File: src/rtl/cache_refill_if.sv
// Bundle of the core, cache and memory-side signals of cache_refill_ctrl.
// Signal names keep the controller's point of view: *_i are driven into the
// controller and *_o are driven by it.
//   core_*  : request/response with the core
//   cache_* : lookup port and refill write port of the two-way cache
//   mem_*   : valid/ready request and response to the next memory level
//   *_count : saturating hit/miss statistics
// master = controller side, slave = environment (core, cache, memory).
interface cache_refill_if #(
  parameter int BLOCK_SIZE = 32,
  parameter int CNT_W      = 16
);
  logic                  core_req_v_i;
  logic [31:0]           core_addr_i;
  logic                  core_ready_o;
  logic                  core_resp_v_o;
  logic [BLOCK_SIZE-1:0] core_resp_data_o;
  logic                  cache_rd_en_o;
  logic [31:0]           cache_rd_addr_o;
  logic                  cache_rd_valid_i;
  logic                  cache_miss_i;
  logic [BLOCK_SIZE-1:0] cache_rd_data_i;
  logic                  cache_wr_en_o;
  logic [31:0]           cache_wr_addr_o;
  logic [BLOCK_SIZE-1:0] cache_wr_data_o;
  logic                  mem_req_v_o;
  logic [31:0]           mem_req_addr_o;
  logic                  mem_req_ready_i;
  logic                  mem_resp_v_i;
  logic [BLOCK_SIZE-1:0] mem_resp_data_i;
  logic [CNT_W-1:0]      hit_count_o;
  logic [CNT_W-1:0]      miss_count_o;

  modport master (
    input  core_req_v_i, core_addr_i,
           cache_rd_valid_i, cache_miss_i, cache_rd_data_i,
           mem_req_ready_i, mem_resp_v_i, mem_resp_data_i,
    output core_ready_o, core_resp_v_o, core_resp_data_o,
           cache_rd_en_o, cache_rd_addr_o,
           cache_wr_en_o, cache_wr_addr_o, cache_wr_data_o,
           mem_req_v_o, mem_req_addr_o,
           hit_count_o, miss_count_o
  );

  modport slave (
    output core_req_v_i, core_addr_i,
           cache_rd_valid_i, cache_miss_i, cache_rd_data_i,
           mem_req_ready_i, mem_resp_v_i, mem_resp_data_i,
    input  core_ready_o, core_resp_v_o, core_resp_data_o,
           cache_rd_en_o, cache_rd_addr_o,
           cache_wr_en_o, cache_wr_addr_o, cache_wr_data_o,
           mem_req_v_o, mem_req_addr_o,
           hit_count_o, miss_count_o
  );
endinterface

File: src/rtl/cache_refill_ctrl.sv
// Single-outstanding-request refill controller between a core and a
// two-way cache. A request is looked up in the cache; a hit returns the
// cached block, a miss fetches the block from memory, writes it into the
// cache and returns it to the core.
// Ports:
//   clk_i   : single clock, rising edge
//   reset_i : synchronous, active-high reset
//   bus     : cache_refill_if.master (core, cache and memory signals,
//             hit/miss statistics counters)
// All outputs are decoded from registered state/data only.
module cache_refill_ctrl #(
  parameter int BLOCK_SIZE = 32,
  parameter int CNT_W      = 16
) (
  input  logic           clk_i,
  input  logic           reset_i,
  cache_refill_if.master bus
);
  localparam int          OFFSET_W   = $clog2(BLOCK_SIZE / 8);
  // Clears the byte-offset bits; all ones when a block is a single byte.
  localparam logic [31:0] ALIGN_MASK = ~((32'd1 << OFFSET_W) - 32'd1);

  typedef enum logic [2:0] {
    IDLE, LOOKUP, MEM_REQ, MEM_WAIT, REFILL, RESP
  } state_e;

  state_e                state_q, state_d;
  logic [31:0]           addr_q, addr_d;
  logic [BLOCK_SIZE-1:0] data_q, data_d;
  logic [CNT_W-1:0]      hit_cnt_q, hit_cnt_d;
  logic [CNT_W-1:0]      miss_cnt_q, miss_cnt_d;

  // Increment that sticks at all-ones instead of wrapping.
  function automatic logic [CNT_W-1:0] sat_inc(input logic [CNT_W-1:0] c);
    return (&c) ? c : c + CNT_W'(1);
  endfunction

  always_ff @(posedge clk_i) begin
    if (reset_i) begin
      state_q    <= IDLE;
      addr_q     <= '0;
      data_q     <= '0;
      hit_cnt_q  <= '0;
      miss_cnt_q <= '0;
    end else begin
      state_q    <= state_d;
      addr_q     <= addr_d;
      data_q     <= data_d;
      hit_cnt_q  <= hit_cnt_d;
      miss_cnt_q <= miss_cnt_d;
    end
  end

  always_comb begin
    state_d    = state_q;
    addr_d     = addr_q;
    data_d     = data_q;
    hit_cnt_d  = hit_cnt_q;
    miss_cnt_d = miss_cnt_q;

    bus.core_ready_o     = 1'b0;
    bus.core_resp_v_o    = 1'b0;
    bus.core_resp_data_o = '0;
    bus.cache_rd_en_o    = 1'b0;
    bus.cache_rd_addr_o  = '0;
    bus.cache_wr_en_o    = 1'b0;
    bus.cache_wr_addr_o  = '0;
    bus.cache_wr_data_o  = '0;
    bus.mem_req_v_o      = 1'b0;
    bus.mem_req_addr_o   = '0;
    bus.hit_count_o      = hit_cnt_q;
    bus.miss_count_o     = miss_cnt_q;

    case (state_q)
      IDLE: begin
        bus.core_ready_o = 1'b1;
        if (bus.core_req_v_i) begin
          addr_d  = bus.core_addr_i & ALIGN_MASK;
          state_d = LOOKUP;
        end
      end
      LOOKUP: begin
        bus.cache_rd_en_o   = 1'b1;
        bus.cache_rd_addr_o = addr_q;
        // A hit wins over a simultaneous miss; neither means re-issue.
        if (bus.cache_rd_valid_i) begin
          data_d    = bus.cache_rd_data_i;
          hit_cnt_d = sat_inc(hit_cnt_q);
          state_d   = RESP;
        end else if (bus.cache_miss_i) begin
          miss_cnt_d = sat_inc(miss_cnt_q);
          state_d    = MEM_REQ;
        end
      end
      MEM_REQ: begin
        bus.mem_req_v_o    = 1'b1;
        bus.mem_req_addr_o = addr_q;
        if (bus.mem_req_ready_i) state_d = MEM_WAIT;
      end
      MEM_WAIT: begin
        if (bus.mem_resp_v_i) begin
          data_d  = bus.mem_resp_data_i;
          state_d = REFILL;
        end
      end
      REFILL: begin
        bus.cache_wr_en_o   = 1'b1;
        bus.cache_wr_addr_o = addr_q;
        bus.cache_wr_data_o = data_q;
        state_d             = RESP;
      end
      RESP: begin
        bus.core_resp_v_o    = 1'b1;
        bus.core_resp_data_o = data_q;
        state_d              = IDLE;
      end
      default: state_d = IDLE;
    endcase
  end
endmodule

File: src/flat_wrapper.sv
// flat-port wrapper written by rule: the top's interface ports become plain ports
module cache_refill_ctrl_flat 
#(
  parameter int BLOCK_SIZE = 32,
  parameter int CNT_W      = 16
)
  (clk_i, reset_i, bus_core_req_v_i, bus_core_addr_i, bus_cache_rd_valid_i, bus_cache_miss_i, bus_cache_rd_data_i, bus_mem_req_ready_i, bus_mem_resp_v_i, bus_mem_resp_data_i, bus_core_ready_o, bus_core_resp_v_o, bus_core_resp_data_o, bus_cache_rd_en_o, bus_cache_rd_addr_o, bus_cache_wr_en_o, bus_cache_wr_addr_o, bus_cache_wr_data_o, bus_mem_req_v_o, bus_mem_req_addr_o, bus_hit_count_o, bus_miss_count_o);
  cache_refill_if #(.BLOCK_SIZE(BLOCK_SIZE), .CNT_W(CNT_W)) bus_i ();
  input  logic clk_i;
  input  logic reset_i;
  input wire logic [$bits(bus_i.core_req_v_i)-1:0] bus_core_req_v_i;
  input wire logic [$bits(bus_i.core_addr_i)-1:0] bus_core_addr_i;
  input wire logic [$bits(bus_i.cache_rd_valid_i)-1:0] bus_cache_rd_valid_i;
  input wire logic [$bits(bus_i.cache_miss_i)-1:0] bus_cache_miss_i;
  input wire logic [$bits(bus_i.cache_rd_data_i)-1:0] bus_cache_rd_data_i;
  input wire logic [$bits(bus_i.mem_req_ready_i)-1:0] bus_mem_req_ready_i;
  input wire logic [$bits(bus_i.mem_resp_v_i)-1:0] bus_mem_resp_v_i;
  input wire logic [$bits(bus_i.mem_resp_data_i)-1:0] bus_mem_resp_data_i;
  output wire logic [$bits(bus_i.core_ready_o)-1:0] bus_core_ready_o;
  output wire logic [$bits(bus_i.core_resp_v_o)-1:0] bus_core_resp_v_o;
  output wire logic [$bits(bus_i.core_resp_data_o)-1:0] bus_core_resp_data_o;
  output wire logic [$bits(bus_i.cache_rd_en_o)-1:0] bus_cache_rd_en_o;
  output wire logic [$bits(bus_i.cache_rd_addr_o)-1:0] bus_cache_rd_addr_o;
  output wire logic [$bits(bus_i.cache_wr_en_o)-1:0] bus_cache_wr_en_o;
  output wire logic [$bits(bus_i.cache_wr_addr_o)-1:0] bus_cache_wr_addr_o;
  output wire logic [$bits(bus_i.cache_wr_data_o)-1:0] bus_cache_wr_data_o;
  output wire logic [$bits(bus_i.mem_req_v_o)-1:0] bus_mem_req_v_o;
  output wire logic [$bits(bus_i.mem_req_addr_o)-1:0] bus_mem_req_addr_o;
  output wire logic [$bits(bus_i.hit_count_o)-1:0] bus_hit_count_o;
  output wire logic [$bits(bus_i.miss_count_o)-1:0] bus_miss_count_o;
  assign bus_i.core_req_v_i = bus_core_req_v_i;
  assign bus_i.core_addr_i = bus_core_addr_i;
  assign bus_i.cache_rd_valid_i = bus_cache_rd_valid_i;
  assign bus_i.cache_miss_i = bus_cache_miss_i;
  assign bus_i.cache_rd_data_i = bus_cache_rd_data_i;
  assign bus_i.mem_req_ready_i = bus_mem_req_ready_i;
  assign bus_i.mem_resp_v_i = bus_mem_resp_v_i;
  assign bus_i.mem_resp_data_i = bus_mem_resp_data_i;
  assign bus_core_ready_o = bus_i.core_ready_o;
  assign bus_core_resp_v_o = bus_i.core_resp_v_o;
  assign bus_core_resp_data_o = bus_i.core_resp_data_o;
  assign bus_cache_rd_en_o = bus_i.cache_rd_en_o;
  assign bus_cache_rd_addr_o = bus_i.cache_rd_addr_o;
  assign bus_cache_wr_en_o = bus_i.cache_wr_en_o;
  assign bus_cache_wr_addr_o = bus_i.cache_wr_addr_o;
  assign bus_cache_wr_data_o = bus_i.cache_wr_data_o;
  assign bus_mem_req_v_o = bus_i.mem_req_v_o;
  assign bus_mem_req_addr_o = bus_i.mem_req_addr_o;
  assign bus_hit_count_o = bus_i.hit_count_o;
  assign bus_miss_count_o = bus_i.miss_count_o;
  cache_refill_ctrl #(.BLOCK_SIZE(BLOCK_SIZE), .CNT_W(CNT_W)) u_core (.clk_i(clk_i), .reset_i(reset_i), .bus(bus_i));
endmodule
File: config.mk
export PLATFORM = sky130hd
export DESIGN_NAME = cache_refill_ctrl_flat
export DESIGN_NICKNAME = d
export VERILOG_FILES = /design/src/rtl/cache_refill_if.sv /design/src/rtl/cache_refill_ctrl.sv /design/src/flat_wrapper.sv
export SDC_FILE = /design/constraint.sdc
export NUM_CORES = 1
export LEC_CHECK = 0
export CAP_MARGIN = 20
export CORE_MARGIN = 2
export CORE_UTILIZATION = 42
export DETAILED_ROUTE_END_ITERATION = 12
export PLACE_DENSITY = 0.86
export SYNTH_ARGS = -nofsm -noshare
export SYNTH_HDL_FRONTEND = slang
export SYNTH_SLANG_ARGS = --single-unit
File: constraint.sdc
create_clock -name clk_i -period 5.6 [get_ports clk_i]
set_input_delay 0.56 -clock clk_i [delete_from_list [all_inputs] [get_ports clk_i]]
set_output_delay 0.56 -clock clk_i [all_outputs]
set_load 0.01 [all_outputs]
==> results.yml, run 1 <==
clocking:
  cts-htree-levels: 3
  numCtsBuffers: 9
  cts_sinks: 97
  cts_resized: 0
  cts_root_buf: "clkbuf_16"
  clk_pin_slew_ns: 0.07
  cts_tree: "done"
  cts_setup_buffers: 0
  hold_buffers: 0
  clk_latency_ns: 0.34
  clockBufferDepth: 2
placed_design:
  place.gp.congestion: 0.7877
  post-place-ws_ns: 2.272
  portBuffers: 291
  dp_hpwl_um: 12570
grt:
  first_global_vias: 5110
  grt_max_degree: 99
  grt_pass1_wl_um: 25740
  gr-usage-all-layers_pct: 23.65
  gr-total-overflow: 0
  antenna_found_initial: 0
sta:
  min_period_over_period_pct: 62.64
  max_freq_ghz: 0.2851
  skew_ns: 0.01065
  finalHoldViolations: 0
  setup_viol_count_final: 0
  min_period_ns: 3.508
  rsz0062_at_grt: "false"
  drv_slew: 0
  slew_headroom_pct: 24.83
  worst_slew_pin_slew_ns: 1.127
  hold_ws_ns: 0.4741
  layout_setup_ws_ns: 2.092
  fin_setup_tns_ns: 0
layout:
  final_cell_mix: "clkdlybuf4s50_1, and2_1, dfxtp_1, nand2_1, a21oi_1"
  area_growth_pct: 60.79
  antenna_cells: 0
  drive_above_1_share_pct: 4.278
  layout.nets: 1035
  layout_commonest_cell: "clkdlybuf4s50_1"
power:
  irDropWorstVdd_uv: 125.6
  seq_power_share_pct: 46.2
  p_sw_uw: 477.8
  powerDensity_nw_per_um2: 194.0
  power_frac_comb_pct: 18.4
  pwr-share-clk_pct: 35.4
  swShare_pct: 28.44
  p_int_uw: 1202
  p_leak_uw: 0.003312
yosys:
  synth_seq_area_share_pct: 36.05
  synth_top_area_cell: "dfxtp_1"
  synthArstFlopShare_pct: 0
  syn_area_um2: 5386
  synth-edff-count: 0
  synthTopCellsByArea: "dfxtp_1, and2_1, mux2i_1, a21oi_1, nand2_1"
  syn_inst: 675
  synth-seq-cells: 97
  yosysTopAreaCellShare_pct: 36.05
  yosysWarningCount: 0
  ys_types: 47
  ys.flop_type: "dfxtp_1"
  syn_area_per_cell_um2: 7.980
setup_path:
  critPathLaunchType: "flip-flop"
  required_ns: 5.04
  end_kind: "output pin"
  critPathKind: "flip-flop to output pin"
  ff2ff_setup_slack_ns: 3.28
  arrival_ns: 2.95
  cp_max_fo: 46
floorplanning:
  die_w_um: 117.2
  fp.dieArea_um2: 13750
  coreArea_um2: 12570
  chipHeight_um: 117.2
  rows: 41
  ios: 300
  floorplan.initialDensity_pct: 42.86
route:
  first_iter_violations: 278
  totalWireLength_um: 17340
  drc: 0
  wl_per_cell_um: 15.66
  routed-via-count: 5724
  dr.pass1.iters: 4
  avgViaCountPerCell: 5.171
  antenna_left: 0
min_path:
  hold_path.class: "flip-flop to flip-flop"
status:
  status: "complete, no violations"
job:
  drv_cap: 0
==> worst paths after layout <==
path / cells after the start / endpoint / from
worst max-delay path: 5 / bus_cache_wr_data_o[2] / u_core.state_q[1]
worst min-delay path: 2 / u_core.addr_q[7] / u_core.addr_q[7]
worst max register to register: 6 / u_core.bus.miss_count_o[6] / u_core.state_q[1]
worst min register to register: 2 / u_core.addr_q[7] / u_core.addr_q[7]
==> state kept, by name (all words and copies together) (netlist names) <==
signal	count
u_core.addr_q	30
u_core.bus.hit_count_o	16
u_core.bus.miss_count_o	16
u_core.data_q	32
u_core.state_q	3
==> metrics by stage <==
| step | cell area, um2 | power, uW | utilization [%] | cells |
|---|---|---|---|---|
| 4_1_cts | 8626 | 1693 | 68.63 | 1105 |
| 3_3_place_gp | 8339 | 1091 | 66.35 | 1089 |
| 5_1_grt | 8661 | 1757 | 68.91 | 1107 |
| 6_report | 8661 | 1680 | 68.91 | 1107 |
| 3_5_place_dp | 8339 | 1099 | 66.35 | 1089 |
| 2_1_floorplan | 5405 | 940.3 | - | 680 |
==> metal layers <==
layer / wire [um] / up-vias / part of all wire, % / global-route usage, %
met5: 0 / - / 0 / 0
met4: 245 / 0 / 1.4 / 6.431
met3: 1317 / 15 / 7.6 / 5.716
met2: 8861 / 194 / 51 / 43.52
met1: 6917 / 2643 / 40 / 27.25
li1: - / 2872 / - / -
==> power groups by stage <==
stage	sequential (uW)	combinational [uW]	clock, uW
floorplan	770	170	0
global placement	791	300	0
detailed placement	793	306	0
CTS	777	307	609
global route	783	338	636
finish	776	309	595
==> kinds of logic after synthesis <==
logic type	share of synthesized area, %
and+or+nand+nor	36.93
muxes	6.365
buffers and inverters	5.412
DFF	36.05
adders and majority gates	0.4645
other	0.06962
AOI/OAI and AO/OA	14.54
xor gates and xnor gates	0.1626
==> critical path: stages, from the launching register on <==
cell	delay (ns)
dfxtp_1	0.52
buf_16	0.27
nor3b_4	0.54
buf_4	0.48
and2_1	0.19
clkdlybuf4s50_1	0.58
==> layout make-up <==
cell class	count	area, um2
Tap cell	172	215.2
Clock buffer	9	225.2
Timing Repair Buffer	300	2998
Inverter	5	18.77
Clock inverter	7	61.31
Sequential cell	97	1942
Multi-Input combinational cell	517	3201
Fill cell	1048	3908
==> synthesized netlist by cell type, types with 2 or more instances <==
library cell	number
and3b_1	2
nor2_1	39
nand4_1	12
or3_1	9
a211oi_1	33
o21a_1	2
and2_1	125
nor2b_1	2
o21ba_2	2
mux2i_1	32
buf_2	11
nand2_1	69
or4_1	15
o21ai_0	10
o31ai_1	14
o41ai_1	2
buf_4	6
inv_1	5
and4_1	5
mux2_2	2
and3_1	35
nor4_1	3
buf_1	3
ha_1	2
clkbuf_1	40
a21oi_1	58
nor3b_2	2
nor3b_1	2
nand3_1	12
nor3_1	7
dfxtp_1	97
nand3b_1	2
No activity file was read; power rests on OpenSTA's default activity.
==> run 2, diff against run 1 <==
- CORE_UTILIZATION: 42 -> 35
- PLACE_DENSITY: 0.86 -> 0.77
- clock period: 5.6 -> 3.2 ns (I/O delays scaled with it)
==> run 2 against run 1 <==
Against the previous run:
- critical path depth is 1 lower
- first-iteration DRC count up 10%
- register-to-register slack got worse by 2.3 ns
- final area grew 0.42%
- total power rose by 76%
- flip-flop and latch count unchanged
- wire length down 0.65%
- via count rose by 0.68%
- combinational power increased by 78%
==> results.yml, run 2 (synthesized netlist as in run 1, its figures left out) <==
layout:
  stdcell_area_um2: 8697
  final_cell_mix: "clkdlybuf4s50_1, and2_1, dfxtp_1, nand2_1, a21oi_1"
  reg_top3: "u_core.data_q (32), u_core.addr_q (30)"
  final_util_pct: 57.42
  largest_reg_flops: 32
  antenna_cells: 0
  area_growth_pct: 61.46
  drive_above_1_share_pct: 4.366
  layout.nets: 1040
  layout_commonest_cell: "clkdlybuf4s50_1"
  largest-register: "u_core.data_q"
sta:
  max_freq_ghz: 0.3745
  skew_ns: 0.006865
  worst_slew_pin_slew_ns: 0.8196
  min_period_over_period_pct: 83.46
  finalHoldViolations: 0
  slew_headroom_pct: 45.36
  min_period_ns: 2.671
  fin_setup_tns_ns: 0
  setup_viol_count_final: 0
  hold_ws_ns: 0.4778
  drv_slew: 0
  rsz0062_at_grt: "false"
min_path:
  min_to: "u_core.addr_q[4]"
  hold_path.class: "flip-flop to flip-flop"
  hp-start: "u_core.addr_q[4]"
  hold_depth: 2
clocking:
  clk_latency_ns: 0.34
  cts_resized: 0
  hold_buffers: 0
  clockBufferDepth: 2
  cts_sinks: 97
  cts_root_buf: "clkbuf_16"
  cts_tree: "done"
  cts-htree-levels: 3
  numCtsBuffers: 9
  clk_pin_slew_ns: 0.06
  cts_setup_buffers: 0
placed_design:
  place.gp.congestion: 0.8046
  place_area_um2: 8418
  portBuffers: 291
  dp_hpwl_um: 12530
power:
  powerDensity_nw_per_um2: 339.8
  total_power_uw: 2955
  irDropWorstVdd_uv: 228.3
  p_leak_uw: 0.003329
status:
  status: "complete, no violations"
route:
  drc: 0
  wl_per_cell_um: 15.29
  first_iter_violations: 307
  totalWireLength_um: 17230
  antenna_left: 0
  routed-via-count: 5763
  dr.pass1.iters: 5
  avgViaCountPerCell: 5.114
grt:
  antenna_found_initial: 0
  gr-usage-all-layers_pct: 20.68
  first_global_vias: 5476
  grt_max_degree: 79
  grt_pass1_wl_um: 27400
  gr-total-overflow: 0
setup_path:
  critPathLaunchType: "flip-flop"
  critPathKind: "flip-flop to output pin"
  slowest_delay_ns: 0.66
  rr_endpoint: "u_core.bus.miss_count_o[6]"
  ff2ff_setup_slack_ns: 0.93
  crit_chain: "nor3b_4 -> buf_4 -> and2_1 -> clkdlybuf4s50_1"
  end_kind: "output pin"
  arrival_ns: 2.35
  rr_startpoint: "u_core.state_q[0]"
  required_ns: 2.88
  reg2regPathDepth: 5
  cp_max_fo: 35
  cpMaxStageDelayCell: "dfxtp_1"
job:
  drv_cap: 0
floorplanning:
  chipHeight_um: 128.1
  die_w_um: 128.1
  floorplan.initialDensity_pct: 35.56
  ios: 300
  fp.dieArea_um2: 16400
  rows: 45
  coreArea_um2: 15150
[run 2: area by class of cell]
class	count	area, um2
clock inverters	3	42.54
well taps	188	235.2
inverters	5	18.77
repair buffers	305	3015
flip-flops and latches	97	1942
fillers	1396	6449
clock buffers	12	236.5
multi-input cells	517	3207
[run 2: metal layers]
| layer | vias up | wire [um] | track usage, % |
|---|---|---|---|
| li1 | 2877 | - | - |
| met1 | 2650 | 7229 | 24.41 |
| met2 | 218 | 8440 | 36.55 |
| met3 | 18 | 1293 | 5.593 |
| met4 | 0 | 265 | 6.399 |
| met5 | - | 0 | 0 |
[run 2: worst max-delay path, delay by kind of cell (launching register included)]
| kind | cells | cell delay [ns] |
|---|---|---|
| flip-flops | 1 | 0.66 |
| AND/OR/NAND/NOR | 2 | 0.48 |
| buffers and inverters | 2 | 0.87 |
[run 2: worst max path at each step]
stage                                from                    endpoint  slack [ns]  depth (start not counted)
2_1_floorplan  u_core.bus.miss_count_o[0]  u_core.bus.miss_count_o[1]        1.34                          7
3_3_place_gp         bus_cache_rd_valid_i  u_core.bus.hit_count_o[11]        0.87                          5
3_5_place_dp         bus_cache_rd_valid_i  u_core.bus.hit_count_o[11]        0.84                          5
4_1_cts                 u_core.state_q[0]      bus_cache_rd_addr_o[6]        0.47                          4
5_1_grt                 u_core.state_q[0]      bus_cache_rd_addr_o[6]        0.40                          4
6_report                u_core.state_q[0]     bus_cache_rd_addr_o[31]        0.53                          4
[run 2: per-stage QoR]
| step | setup WS, ns | cells |
|---|---|---|
| 2_1_floorplan | 1.337 | 680 |
| 3_3_place_gp | 0.8675 | 1112 |
| 3_5_place_dp | 0.8351 | 1112 |
| 4_1_cts | 0.4699 | 1127 |
| 5_1_grt | 0.3967 | 1127 |
| 6_report | 0.5294 | 1127 |
[run 2: power breakdown]
part / switching (uW) / internal, uW / leakage [uW]
Combinational: 267 / 283 / 0.00241
Clock: 447 / 602 / 0.000133
Sequential: 72.9 / 1280 / 0.000790
Total: 787 / 2170 / 0.00333
==> run 3, diff against run 2 <==
- CORE_UTILIZATION: 35 -> 39
- PLACE_DENSITY: 0.77 -> 0.81
- clock period: 3.2 -> 2.8 ns (I/O delays scaled with it)
==> run 3 against run 2 <==
Against the previous run:
- clock power is 10% higher
- setup slack got worse by 0.31 ns
- combinational power is 15% higher
- first-iteration DRC count increased by 17%
- clock skew is 0.0032 ns higher
- sequential share of layout area is essentially flat
- critical path type unchanged
- highest routed layer unchanged
==> results.yml, run 3 (synthesized netlist as in run 1, its figures left out) <==
route:
  first_iter_violations: 359
  antenna_left: 0
  totalWireLength_um: 17320
  wl_per_cell_um: 15.52
  avgViaCountPerCell: 5.159
  drc: 0
  dr.pass1.iters: 4
  routed-via-count: 5758
setup_path:
  cp_max_fo: 35
  arrival_ns: 2.30
  required_ns: 2.52
  rr_startpoint: "u_core.state_q[0]"
  worstSetupStartpoint: "u_core.state_q[0]"
  critPathKind: "flip-flop to output pin"
  end_kind: "output pin"
  reg2regPathDepth: 5
  critPathLaunchType: "flip-flop"
power:
  p_leak_uw: 0.003335
  pwr-share-clk_pct: 34.7
  p_sw_uw: 919.8
  seq_power_share_pct: 46.4
  power_frac_comb_pct: 18.9
  irDropWorstVdd_uv: 257.7
  p_int_uw: 2415
  swShare_pct: 27.58
  powerDensity_nw_per_um2: 384.1
sta:
  layout_setup_ws_ns: 0.2184
  hold_ws_ns: 0.4544
  setup_viol_count_final: 0
  max_freq_ghz: 0.3874
  finalHoldViolations: 0
  skew_ns: 0.01004
  slew_headroom_pct: 42.77
  worst_slew_pin_slew_ns: 0.8552
  rsz0062_at_grt: "false"
  fin_setup_tns_ns: 0
  drv_slew: 0
  min_period_over_period_pct: 92.20
  min_period_ns: 2.582
layout:
  layout_commonest_cell: "clkdlybuf4s50_1"
  final_util_pct: 65.05
  reg_top3: "u_core.data_q (32), u_core.addr_q (30)"
  final_cell_mix: "clkdlybuf4s50_1, and2_1, dfxtp_1, nand2_1, a21oi_1"
  largest-register: "u_core.data_q"
  layout.nets: 1040
  drive_above_1_share_pct: 4.681
  n_fill_cell: 1152
  antenna_cells: 0
  largest_reg_flops: 32
  area_growth_pct: 61.21
min_path:
  hp-start: "reset_i"
  hold_depth: 2
  hold_path.class: "primary input to flip-flop"
floorplanning:
  coreArea_um2: 13350
  die_w_um: 121.5
  fp.dieArea_um2: 14770
  floorplan.initialDensity_pct: 40.35
  rows: 42
  chipHeight_um: 121.5
  ios: 300
job:
  drv_cap: 0
status:
  status: "complete, no violations"
placed_design:
  portBuffers: 291
  post-place-ws_ns: 0.4737
  dp_hpwl_um: 12720
  place.gp.congestion: 0.7809
clocking:
  cts_setup_buffers: 0
  cts-htree-levels: 3
  numCtsBuffers: 9
  clk_pin_slew_ns: 0.07
  hold_buffers: 0
  clockBufferDepth: 2
  cts_root_buf: "clkbuf_16"
  cts_resized: 0
  clk_latency_ns: 0.34
  cts_sinks: 97
  cts_tree: "done"
grt:
  antenna_found_initial: 0
  grt_pass1_wl_um: 27030
  gr-total-overflow: 0
  first_global_vias: 5226
  grt_max_degree: 63
  gr-usage-all-layers_pct: 22.65
[run 3: final timing paths]
kind | to | slack (ns)
hold reg to reg | u_core.addr_q[11] | 0.47
setup reg to reg | u_core.bus.miss_count_o[15] | 0.54
setup / recovery | bus_cache_rd_addr_o[30] | 0.22
hold / removal | u_core.state_q[2] | 0.45
[run 3: critical path, cell delays in order, from the launching register on]
cell             delay (ns)
dfxtp_1                0.63
nor3b_2                0.25
buf_4                  0.33
and2_1                 0.19
clkdlybuf4s50_1        0.55
[run 3: routing by layer]
layer	vias up	GRT usage [%]	wire, um
met2	230	39.96	8531
met4	0	7.830	399
li1	2873	-	-
met1	2624	26.68	7020
met5	-	0	0
met3	31	5.733	1366
[run 3: final cells by class]
cell class                 instances  area, um2  share of cell area [%]
sequential                        97       1942                   22.36
multi-input combinational        517       3201                   36.86
clock buffer                      11      242.7                   2.795
clock inverter                     5      31.28                  0.3602
tap                              176      220.2                   2.536
timing repair buffer             305       3028                   34.87
inverter                           5      18.77                  0.2161
[run 3: power by group through the flow]
stage / Clock (uW) / Sequential, uW / Combinational (uW)
floorplan: 0 / 1540 / 340
global placement: 0 / 1580 / 623
detailed placement: 0 / 1580 / 635
CTS: 1180 / 1550 / 636
global route: 1230 / 1560 / 696
finish: 1160 / 1550 / 629
[run 3: through the flow]
step | power (uW) | area (um2) | instances
2_1_floorplan | 1881 | 5405 | 680
3_3_place_gp | 2199 | 8409 | 1100
3_5_place_dp | 2214 | 8409 | 1100
4_1_cts | 3369 | 8683 | 1116
5_1_grt | 3493 | 8683 | 1116
6_report | 3335 | 8683 | 1116
